### src/rtl/sys_ctrl_pkg.sv
// Shared definitions for the command sequencer: opcodes, FSM states,
// serializer phases and the fixed operand register addresses.
package sys_ctrl_pkg;

    localparam logic [7:0] CMD_RF_WR   = 8'hAA;
    localparam logic [7:0] CMD_RF_RD   = 8'hBB;
    localparam logic [7:0] CMD_ALU_OP  = 8'hCC;
    localparam logic [7:0] CMD_ALU_NOP = 8'hDD;

    localparam int unsigned OPA_ADDR = 0;
    localparam int unsigned OPB_ADDR = 1;

    typedef enum logic [3:0] {
        S_IDLE,
        S_WR_ADDR,
        S_WR_DATA,
        S_RD_ADDR,
        S_RD_WAIT,
        S_OP_A,
        S_OP_B,
        S_ALU_FUN,
        S_ALU_WAIT,
        S_TX_LO,
        S_TX_HI
    } state_t;

    typedef enum logic [1:0] {
        PH_IDLE,
        PH_LO,
        PH_HI
    } tx_phase_t;

endpackage

### src/rtl/sys_tx_serializer.sv
// Holds a one- or two-byte response and pushes it low byte first into the
// TX FIFO, stalling without loss while the FIFO reports full.
module sys_tx_serializer
    import sys_ctrl_pkg::*;
#(
    parameter int DATA_WIDTH = 8
) (
    input  logic                    clk,
    input  logic                    rst,
    input  logic                    load,
    input  logic                    two_bytes,
    input  logic [2*DATA_WIDTH-1:0] load_data,
    input  logic                    fifo_full,
    output logic [DATA_WIDTH-1:0]   fifo_wr_data,
    output logic                    fifo_wr_inc,
    output logic                    busy,
    output logic                    hi_phase
);

    tx_phase_t               phase;
    logic [2*DATA_WIDTH-1:0] hold;
    logic                    two_q;

    always_ff @(posedge clk or posedge rst) begin
        if (rst) begin
            phase        <= PH_IDLE;
            hold         <= '0;
            two_q        <= 1'b0;
            fifo_wr_data <= '0;
            fifo_wr_inc  <= 1'b0;
        end else begin
            fifo_wr_inc <= 1'b0;
            case (phase)
                PH_IDLE: begin
                    if (load) begin
                        hold  <= load_data;
                        two_q <= two_bytes;
                        phase <= PH_LO;
                    end
                end
                PH_LO: begin
                    if (!fifo_full) begin
                        fifo_wr_inc  <= 1'b1;
                        fifo_wr_data <= hold[DATA_WIDTH-1:0];
                        phase        <= two_q ? PH_HI : PH_IDLE;
                    end
                end
                PH_HI: begin
                    if (!fifo_full) begin
                        fifo_wr_inc  <= 1'b1;
                        fifo_wr_data <= hold[2*DATA_WIDTH-1:DATA_WIDTH];
                        phase        <= PH_IDLE;
                    end
                end
                default: phase <= PH_IDLE;
            endcase
        end
    end

    assign busy     = (phase != PH_IDLE);
    assign hi_phase = (phase == PH_HI);

endmodule

### src/rtl/sys_cmd_ctrl.sv
// Byte-framed command sequencer driving register file, ALU and TX FIFO.
// Optional inter-byte timeout is enabled by defining CMD_TIMEOUT_EN.
module sys_cmd_ctrl
    import sys_ctrl_pkg::*;
#(
    parameter int DATA_WIDTH     = 8,
    parameter int ADDR_WIDTH     = 4,
    parameter int ALU_FUN_WIDTH  = 4,
    parameter int TIMEOUT_CYCLES = 4096
) (
    input  logic                    CLK,
    input  logic                    RST,
    input  logic [DATA_WIDTH-1:0]   RX_P_DATA,
    input  logic                    RX_D_VLD,
    output logic                    RF_WrEn,
    output logic                    RF_RdEn,
    output logic [ADDR_WIDTH-1:0]   RF_Address,
    output logic [DATA_WIDTH-1:0]   RF_WrData,
    input  logic [DATA_WIDTH-1:0]   RF_RdData,
    input  logic                    RF_RdData_VLD,
    output logic                    ALU_EN,
    output logic [ALU_FUN_WIDTH-1:0] ALU_FUN,
    input  logic [2*DATA_WIDTH-1:0] ALU_OUT,
    input  logic                    ALU_OUT_VLD,
    output logic                    CLK_GATE_EN,
    output logic [DATA_WIDTH-1:0]   FIFO_WR_DATA,
    output logic                    FIFO_WR_INC,
    input  logic                    FIFO_FULL,
    output logic                    ERR_CMD
);

    state_t                  state;
    logic                    ser_load;
    logic                    ser_two;
    logic [2*DATA_WIDTH-1:0] ser_data;
    logic                    ser_busy;
    logic                    ser_hi;
    logic                    timeout;

    // Result hand-off happens in the same cycle the valid pulse is seen.
    always_comb begin
        ser_load = 1'b0;
        ser_two  = 1'b0;
        ser_data = '0;
        if (state == S_RD_WAIT && RF_RdData_VLD) begin
            ser_load = 1'b1;
            ser_data = {{DATA_WIDTH{1'b0}}, RF_RdData};
        end else if (state == S_ALU_WAIT && ALU_OUT_VLD) begin
            ser_load = 1'b1;
            ser_two  = 1'b1;
            ser_data = ALU_OUT;
        end
    end

`ifdef CMD_TIMEOUT_EN
    localparam int TO_W = $clog2(TIMEOUT_CYCLES + 1);
    logic [TO_W-1:0] to_cnt;
    logic            arg_state;

    assign arg_state = (state inside {S_WR_ADDR, S_WR_DATA, S_RD_ADDR,
                                      S_OP_A, S_OP_B, S_ALU_FUN});
    assign timeout   = arg_state && !RX_D_VLD &&
                       (to_cnt == TO_W'(TIMEOUT_CYCLES - 1));

    always_ff @(posedge CLK or posedge RST) begin
        if (RST)
            to_cnt <= '0;
        else if (!arg_state || RX_D_VLD || timeout)
            to_cnt <= '0;
        else
            to_cnt <= to_cnt + 1'b1;
    end
`else
    // Without the counter the timeout length has no effect.
    logic unused_timeout_cfg;
    assign unused_timeout_cfg = ^TIMEOUT_CYCLES;
    assign timeout            = 1'b0;
`endif

    always_ff @(posedge CLK or posedge RST) begin
        if (RST) begin
            state       <= S_IDLE;
            RF_WrEn     <= 1'b0;
            RF_RdEn     <= 1'b0;
            RF_Address  <= '0;
            RF_WrData   <= '0;
            ALU_EN      <= 1'b0;
            ALU_FUN     <= '0;
            CLK_GATE_EN <= 1'b0;
            ERR_CMD     <= 1'b0;
        end else begin
            RF_WrEn <= 1'b0;
            RF_RdEn <= 1'b0;
            ALU_EN  <= 1'b0;
            ERR_CMD <= 1'b0;
            if (timeout) begin
                ERR_CMD <= 1'b1;
                state   <= S_IDLE;
            end else begin
                case (state)
                    S_IDLE: begin
                        if (RX_D_VLD) begin
                            case (RX_P_DATA)
                                CMD_RF_WR:   state <= S_WR_ADDR;
                                CMD_RF_RD:   state <= S_RD_ADDR;
                                CMD_ALU_OP:  state <= S_OP_A;
                                CMD_ALU_NOP: state <= S_ALU_FUN;
                                default:     ERR_CMD <= 1'b1;
                            endcase
                        end
                    end
                    S_WR_ADDR: begin
                        if (RX_D_VLD) begin
                            RF_Address <= RX_P_DATA[ADDR_WIDTH-1:0];
                            state      <= S_WR_DATA;
                        end
                    end
                    S_WR_DATA: begin
                        if (RX_D_VLD) begin
                            RF_WrData <= RX_P_DATA;
                            RF_WrEn   <= 1'b1;
                            state     <= S_IDLE;
                        end
                    end
                    S_RD_ADDR: begin
                        if (RX_D_VLD) begin
                            RF_Address <= RX_P_DATA[ADDR_WIDTH-1:0];
                            RF_RdEn    <= 1'b1;
                            state      <= S_RD_WAIT;
                        end
                    end
                    S_RD_WAIT: begin
                        if (RX_D_VLD)
                            ERR_CMD <= 1'b1;
                        if (RF_RdData_VLD)
                            state <= S_TX_LO;
                    end
                    S_OP_A: begin
                        if (RX_D_VLD) begin
                            RF_Address <= ADDR_WIDTH'(OPA_ADDR);
                            RF_WrData  <= RX_P_DATA;
                            RF_WrEn    <= 1'b1;
                            state      <= S_OP_B;
                        end
                    end
                    S_OP_B: begin
                        if (RX_D_VLD) begin
                            RF_Address <= ADDR_WIDTH'(OPB_ADDR);
                            RF_WrData  <= RX_P_DATA;
                            RF_WrEn    <= 1'b1;
                            state      <= S_ALU_FUN;
                        end
                    end
                    S_ALU_FUN: begin
                        if (RX_D_VLD) begin
                            ALU_FUN     <= RX_P_DATA[ALU_FUN_WIDTH-1:0];
                            ALU_EN      <= 1'b1;
                            CLK_GATE_EN <= 1'b1;
                            state       <= S_ALU_WAIT;
                        end
                    end
                    S_ALU_WAIT: begin
                        if (RX_D_VLD)
                            ERR_CMD <= 1'b1;
                        if (ALU_OUT_VLD) begin
                            CLK_GATE_EN <= 1'b0;
                            state       <= S_TX_LO;
                        end
                    end
                    // The serializer owns the push timing; follow its phase.
                    S_TX_LO: begin
                        if (RX_D_VLD)
                            ERR_CMD <= 1'b1;
                        if (!ser_busy)
                            state <= S_IDLE;
                        else if (ser_hi)
                            state <= S_TX_HI;
                    end
                    S_TX_HI: begin
                        if (RX_D_VLD)
                            ERR_CMD <= 1'b1;
                        if (!ser_busy)
                            state <= S_IDLE;
                    end
                    default: state <= S_IDLE;
                endcase
            end
        end
    end

    sys_tx_serializer #(
        .DATA_WIDTH (DATA_WIDTH)
    ) u_tx_serializer (
        .clk          (CLK),
        .rst          (RST),
        .load         (ser_load),
        .two_bytes    (ser_two),
        .load_data    (ser_data),
        .fifo_full    (FIFO_FULL),
        .fifo_wr_data (FIFO_WR_DATA),
        .fifo_wr_inc  (FIFO_WR_INC),
        .busy         (ser_busy),
        .hi_phase     (ser_hi)
    );

endmodule

### config.mk
export PLATFORM = sky130hd
export DESIGN_NAME = sys_cmd_ctrl
export DESIGN_NICKNAME = d
export VERILOG_FILES = /design/src/rtl/sys_ctrl_pkg.sv /design/src/rtl/sys_tx_serializer.sv /design/src/rtl/sys_cmd_ctrl.sv
export SDC_FILE = /design/constraint.sdc
export NUM_CORES = 1
export LEC_CHECK = 0
export CORE_ASPECT_RATIO = 1.75
export CORE_MARGIN = 5
export CORE_UTILIZATION = 45
export DETAILED_ROUTE_END_ITERATION = 7
export PLACE_DENSITY_LB_ADDON = 0.15
export SLEW_MARGIN = 30
export SYNTH_ARGS = -nofsm -noshare
export SYNTH_HDL_FRONTEND = slang
export SYNTH_SLANG_ARGS = --single-unit
### constraint.sdc
create_clock -name CLK -period 4.65 [get_ports CLK]
set_clock_uncertainty 0.2 [all_clocks]
set_input_delay 0.465 -clock CLK [delete_from_list [all_inputs] [get_ports CLK]]
set_output_delay 0.465 -clock CLK [all_outputs]
set_load 0.01 [all_outputs]
==> results.tsv, run 1 <==
stage	metric	value	unit
cts	clock transition at the registers of the reported paths	0.09	ns
power_and_ir_drop	total leakage power	1.401	nW
route	post-route antenna net violation count	0	
global_route	via count of the first global-routing pass	2206	
sta	Final Max Slew Viols	0	
floorplan	Die Area	0.007284	mm^2
power_and_ir_drop	Pwr Density	519.2	mW/mm^2
global_route	global routing usage summed across all routing layers	18.99	%
placement	Setup WS pre-CTS	2.036	ns
cts	CTS tree	yes	
final_layout	share of post-route cells with drive strength above 1	5.556	%
setup_path	start-to-end type of the worst setup path	reg2reg	
status	status	finished, final reports clean	
sta	time the final worst path needs with I/O delays and setup	2.498	ns
min_path	Worst Hold Path EP	RF_Address[3]	
final_layout	Antenna Cells	0	
synthesis	largest cells by area after synthesis	dfrtp_1 52%, a22oi_1 4.7%, mux2_1 3.6%, nor2b_1 3.5%, nand2_1 3.0%	
floorplan	number of ports placed on the die boundary	68	
power_and_ir_drop	peak ir drop on the vdd network	366.1	uV
setup_path	worst-case reg-to-reg path depth	4	
setup_path	maximum net fanout on the critical path	16	
power_and_ir_drop	Gate power share	41.3	%
placement	Final Wtd Congestion	0.8306	
floorplan	starting density of the core	45.69	%
sta	Achievable Freq	400.3	MHz
synthesis	Warnings, synthesis	0	
cts	clock tree sinks	53	
cts	count of hold-fix buffers inserted at cts	0	
power_and_ir_drop	internal power consumption	0.001112	W
route	Pre-Repair DR Iteration Count	4	
sta	Slew @ Worst Pin	0.6776	ns
sta	Final Hold Violating Endpoints	0	
synthesis	part of the Yosys area used for sequential elements	52.40	%
global_route	pin count of the biggest net entering global routing	54	
sta	final setup violation count	0	
setup_path	sort of element at the end of the critical path	flip-flop	
final_layout	net count reported at finish	346	
route	total wire length after detailed routing	6463	um
synthesis	count of cell types in the netlist	49	
min_path	hold path start	RF_Address[3]	
setup_path	Worst Path Required	4.65	ns
cts	clock latency reported for the late side of the worst-skew pair	0.31	ns
min_path	Hold Path Depth	2	
synthesis	register bit count reported by yosys	53	
min_path	Hold WC Path Type	reg2reg	
floorplan	die boundary width	66.70	um
floorplan	Die H	109.2	um
setup_path	data arrival time of the critical path	2.50	ns
setup_path	category of the worst setup path launch point	flip-flop	
synthesis	Mapped Nets	285	
synthesis	area share of the largest cell type after synthesis	52.40	%
final_layout	most common library cell in the layout ignoring fill and taps	clkdlybuf4s50_1	
cts	post-CTS setup-driven buffer insertion count	0	
cts	post-cts sizing count	0	
sta	Relative slew margins	54.82	%
setup_path	ordered cell list for the critical path	nor2_1, and3_1, o21ai_2, a22o_1	
final_layout	top library cells by usage in the layout, fill and taps aside	67 x clkdlybuf4s50_1, 53 x dfrtp_1, 20 x nand2_1	
setup_path	Top Family by Delay on Critical Path	simple AND/OR/NAND/NOR gates	
route	DRC violation count after routing	0	
sta	setup repair after global routing missed its margin	no	
synthesis	share of synthesized registers carrying an async set or reset	100.0	%
route	detailed-route via count	2106	
cts	Root Driver	clkbuf_8	
placement	Port Buffers	67	
power_and_ir_drop	Net Sw Power	0.0006141	W
flow_run	total of max-cap violations	0	
final_layout	Synth-to-Final Area Change	31.34	%
setup_path	capture instance of the worst register-to-register path	u_tx_serializer.hold[8]	
power_and_ir_drop	Seq pwr share	43.9	%
setup_path	Max stage delay cell, worst path	and3_1	
sta	setup TNS	0	ns
cts	number of buffers created by CTS	5	
cts	H-Tree Level Count	2	
synthesis	Synth Instances	244	
global_route	wire length of the first global-routing pass	10590	um
route	detail-routed via count per cell	5.513	
global_route	global-route congestion overflow total	0	
synthesis	Post-Synthesis Cell Area	0.002531	mm^2
setup_path	count of buffering cells on the critical path with inverters included	0	
setup_path	largest stage delay on the critical path	0.59	ns
global_route	initial antenna violation count	0	
setup_path	flop2flop setup slack	2.15	ns
sta	worst path setup slack after routing	2.152	ns
synthesis	library cell occupying the most area in the post-synthesis netlist	dfrtp_1	
floorplan	Core Rows	36	
route	average wire per standard cell	16.92	um
cts	maximum clock path buffer count	2	
synthesis	top flip-flop cell by instance count after synthesis	dfrtp_1	
route	number of DRC markers after the initial detailed-route iteration	149	
synthesis	number of enable-type register cells in the synthesized netlist	0	
setup_path	RR Startpoint	state[1]	
final_layout	post-layout utilization of the core	60.00	%
power_and_ir_drop	fraction of power spent switching nets	35.58	%
synthesis	mean area per synthesized cell	10.37	um^2
placement	Post-DP HPWL	4730	um
power_and_ir_drop	Clk pwr share	14.7	%
floorplan	placeable core area	0.005540	mm^2
sta	post-route fraction of the period consumed by the critical path	53.72	%
[synth_stat cells, types with 4 or more instances]
cell type	n
buf_2	6
o21ai_1	11
inv_1	7
clkbuf_1	6
a21oi_1	14
nand2_1	20
dfrtp_1	53
mux2_1	8
mux2_2	4
nor2b_1	14
a22oi_1	16
o21ai_0	13
nor2_1	15
a22o_1	8
[cells by family (layout without fill, tap and decap cells)]
group	after synthesis	in the layout	share of synthesized area, %
simple gates	70	70	14.63
flops	53	53	52.40
buf+inv	22	84	3.707
compound gates	80	80	20.76
fa+ha+maj	3	3	1.483
mux	14	14	6.327
xor+xnor	2	2	0.6922
[state kept, by name, indices dropped and copies added, names as in the netlist, 2 cells and up]
signal,cells
u_tx_serializer.phase,2
ALU_FUN,4
u_tx_serializer.fifo_wr_data,8
RF_Address,4
u_tx_serializer.hold,16
RF_WrData,8
state,4
[power groups by stage]
| stage | registers [W] | logic [W] | clock network [W] |
|---|---|---|---|
| 2_1_floorplan | 0.000762 | 0.000411 | 0 |
| 3_3_place_gp | 0.000759 | 0.000708 | 0 |
| 3_5_place_dp | 0.000766 | 0.000719 | 0 |
| 4_1_cts | 0.000757 | 0.000723 | 0.000263 |
| 5_1_grt | 0.000784 | 0.000791 | 0.000280 |
| 6_report | 0.000758 | 0.000713 | 0.000255 |
[stage by stage]
step | instances | total power (W) | hold slack (ns) | area [um^2]
CTS | 382 | 0.001743 | 0.2939 | 3324
detailed placement | 374 | 0.001485 | 0.2716 | 3241
floorplan | 244 | 0.001173 | 0.2485 | 2531
global placement | 374 | 0.001468 | 0.2616 | 3241
finish | 382 | 0.001726 | 0.2908 | 3324
global route | 382 | 0.001855 | 0.3241 | 3324
[routing by layer]
metal | share of wire, % | GRT usage, %
met1 | 37 | 20.42
met5 | 0 | 0
met3 | 6.4 | 4.124
met4 | 2.3 | 7.267
met2 | 54 | 35.16
[layout make-up]
type                            instances  area (um^2)
Multi-Input combinational cell        169         1111
Clock buffer                            7        76.32
Timing Repair Buffer                   68        678.2
Clock inverter                          1        7.507
Tap cell                               76        95.09
Sequential cell                        53         1326
Inverter                                8        30.03
Fill cell                             511         2216
[how the worst max path moves through the flow]
stage	startpoint	end	slack, ns	depth (start not counted)
after floorplan	RST	ALU_EN	2.70	1
after global placement	RX_P_DATA[2]	state[1]	2.12	6
after detailed placement	RX_P_DATA[6]	state[1]	2.04	6
after CTS	state[1]	u_tx_serializer.hold[10]	2.17	4
after global routing	state[1]	u_tx_serializer.hold[8]	2.04	4
final	state[1]	u_tx_serializer.hold[8]	2.15	4
[worst register-to-register path, cell delays in order (launching register included)]
cell	delay, ns
dfrtp_1	0.55
nor2_1	0.42
and3_1	0.59
o21ai_2	0.33
a22o_1	0.31
(Power assumes the default switching activity.)
==> run 2: changes to the inputs <==
Clock period 4.65 ns to 2.35 ns, I/O delays scaled along.
==> run 2 against run 1 <==
Effect of this change:
- die area did not move
- non-clock buffer count rose by 19
- first-iteration DRC count fell by 30%
- sequential cell count did not move
- cell area rose by 4.6%
- cell count rose by 5.0%
- sequential power rose by 94%
- count of clock-buffer cells in the layout fell by 1
- clock power rose by 98%
- register-to-register slack got worse by 1.9 ns
==> results.tsv, run 2 (synthesis results as in run 1) <==
stage	metric	value	unit	change
global_route	global-route congestion overflow total	0		unchanged
global_route	global routing usage summed across all routing layers	20.82	%	+1.8 points
global_route	initial antenna violation count	0		unchanged
floorplan	die boundary width	66.70	um	unchanged
power_and_ir_drop	total leakage power	1.506	nW	+7.6%
power_and_ir_drop	Pwr Density	1015	mW/mm^2	+95%
floorplan	number of ports placed on the die boundary	68		unchanged
final_layout	largest registers	u_tx_serializer.hold: 16 flops, RF_WrData: 8 flops, u_tx_serializer.fifo_wr_data: 8 flops		
route	number of DRC markers after the initial detailed-route iteration	105		-30%
final_layout	post-route cell area	0.003478	mm^2	+4.6%
final_layout	top library cells by usage in the layout, fill and taps aside	67 x clkdlybuf4s50_1, 53 x dfrtp_1, 20 x nand2_1		
power_and_ir_drop	Seq pwr share	41.5	%	-2.4 points
power_and_ir_drop	fraction of power spent switching nets	35.37	%	-0.21 points
placement	Post-DP HPWL	5124	um	+8.3%
setup_path	capture instance of the worst register-to-register path	state[1]		
final_layout	flip-flop count of the largest register after layout	16		unchanged
setup_path	worst-case reg-to-reg path depth	5		+1
final_layout	net count reported at finish	365		+5.5%
power_and_ir_drop	Gate power share	44.1	%	+2.8 points
setup_path	category of the worst setup path launch point	flip-flop		
sta	Final Max Slew Viols	0		unchanged
min_path	Hold WC Path Type	in2async		
sta	setup repair after global routing missed its margin	no		
floorplan	Die H	109.2	um	unchanged
setup_path	start-to-end type of the worst setup path	reg2reg		
route	post-route antenna net violation count	0		unchanged
setup_path	ordered cell list for the critical path	or3b_1, a32o_1, a21oi_2, nand3b_1, mux2_4		
status	status	finished, final reports clean		
global_route	via count of the first global-routing pass	2316		+5.0%
placement	Final Wtd Congestion	0.8049		-3.1%
floorplan	Die Area	0.007284	mm^2	unchanged
sta	post-route fraction of the period consumed by the critical path	89.66	%	+36 points
cts	count of hold-fix buffers inserted at cts	0		unchanged
final_layout	share of post-route cells with drive strength above 1	11.38	%	+5.8 points
setup_path	count of buffering cells on the critical path with inverters included	0		unchanged
cts	CTS tree	yes		
floorplan	Core Rows	36		unchanged
cts	number of buffers created by CTS	5		unchanged
cts	clock latency reported for the late side of the worst-skew pair	0.31	ns	about the same
setup_path	data arrival time of the critical path	2.11	ns	-0.39 ns
flow_run	total of max-cap violations	0		unchanged
setup_path	Worst Path Required	2.35	ns	-2.30 ns
power_and_ir_drop	internal power consumption	0.002282	W	+110%
cts	clock tree sinks	53		unchanged
cts	H-Tree Level Count	2		unchanged
floorplan	starting density of the core	45.69	%	unchanged
sta	Final Hold Violating Endpoints	0		unchanged
route	Pre-Repair DR Iteration Count	4		unchanged
final_layout	Largest Register	u_tx_serializer.hold		
final_layout	Antenna Cells	0		unchanged
setup_path	flop2flop setup slack	0.24	ns	-1.91 ns
route	detailed-route via count	2188		+3.9%
cts	maximum clock path buffer count	2		unchanged
sta	Relative slew margins	67.56	%	+13 points
power_and_ir_drop	peak ir drop on the vdd network	499.8	uV	+37%
setup_path	RR Startpoint	state[0]		
cts	Root Driver	clkbuf_8		
final_layout	Synth-to-Final Area Change	37.42	%	
sta	Achievable Freq	474.6	MHz	+19%
setup_path	maximum net fanout on the critical path	13		-3
cts	clock transition at the registers of the reported paths	0.10	ns	about the same
cts	post-cts sizing count	0		unchanged
sta	time the final worst path needs with I/O delays and setup	2.107	ns	-0.3910 ns
global_route	wire length of the first global-routing pass	11430	um	+7.9%
global_route	pin count of the biggest net entering global routing	24		-56%
floorplan	placeable core area	0.005540	mm^2	unchanged
setup_path	sort of element at the end of the critical path	flip-flop		
route	total wire length after detailed routing	6720	um	+4.0%
placement	Port Buffers	67		unchanged
route	average wire per standard cell	16.76	um	-0.95%
route	detail-routed via count per cell	5.456		-1.0%
sta	setup TNS	0	ns	unchanged
route	DRC violation count after routing	0		unchanged
sta	Slew @ Worst Pin	0.4859	ns	-0.1917 ns
setup_path	Max stage delay cell, worst path	dfrtp_1		
final_layout	most common library cell in the layout ignoring fill and taps	clkdlybuf4s50_1		
setup_path	largest stage delay on the critical path	0.53	ns	-0.06 ns
cts	post-CTS setup-driven buffer insertion count	0		unchanged
setup_path	Top Family by Delay on Critical Path	flip-flops		
placement	Post-DP Area	0.003396	mm^2	+4.8%
power_and_ir_drop	Net Sw Power	0.001248	W	+100%
power_and_ir_drop	Clk pwr share	14.3	%	-0.4 points
sta	final setup violation count	0		unchanged
==> run 2: worst max path at each step <==
| stage | startpoint | end | slack [ns] | cells past startpoint |
|---|---|---|---|---|
| global placement | RX_P_DATA[6] | state[1] | 0.07 | 6 |
| detailed placement | RX_P_DATA[6] | state[1] | -0.03 | 6 |
| finish | state[0] | state[1] | 0.24 | 5 |
| floorplan | u_tx_serializer.phase[0] | state[1] | 0.46 | 7 |
| global route | u_tx_serializer.phase[0] | state[1] | 0.11 | 7 |
| CTS | u_tx_serializer.phase[1] | state[1] | 0.25 | 7 |
==> run 2: through the flow <==
stage	utilization [%]	total power, W	hold WS (ns)	worst slack (ns)	cells
detailed placement	61.29	0.003043	0.2701	-0.02584	393
CTS	62.78	0.003563	0.06055	0.2498	401
global placement	61.29	0.003014	0.2616	0.06620	393
global route	62.78	0.003786	0.09964	0.1122	401
floorplan	-	0.002321	0.1675	0.4639	244
finish	62.78	0.003530	0.05341	0.2429	401
==> run 2: area by class of cell <==
type                            instances  area (um^2)
Fill cell                             502         2062
Multi-Input combinational cell        169         1111
Timing Repair Buffer                   87        833.3
Inverter                                8        30.03
Clock buffer                            6        72.57
Tap cell                               76        95.09
Sequential cell                        53         1326
Clock inverter                          2        10.01
==> run 2: layer usage <==
metal	track usage, %	part of all wire (%)	vias up
met1	21.94	37	1069
li1	-	-	1040
met4	9.302	2.7	0
met3	4.639	5.3	14
met2	38.28	55	65
met5	0	0	-
==> run 2: power by group through the flow <==
stage / registers (W) / clock network, W / logic (W)
after detailed placement: 0.00148 / 0 / 0.00156
after global routing: 0.00151 / 0.000560 / 0.00171
after CTS: 0.00146 / 0.000526 / 0.00157
final: 0.00147 / 0.000506 / 0.00156
after floorplan: 0.00151 / 0 / 0.000813
after global placement: 0.00147 / 0 / 0.00155
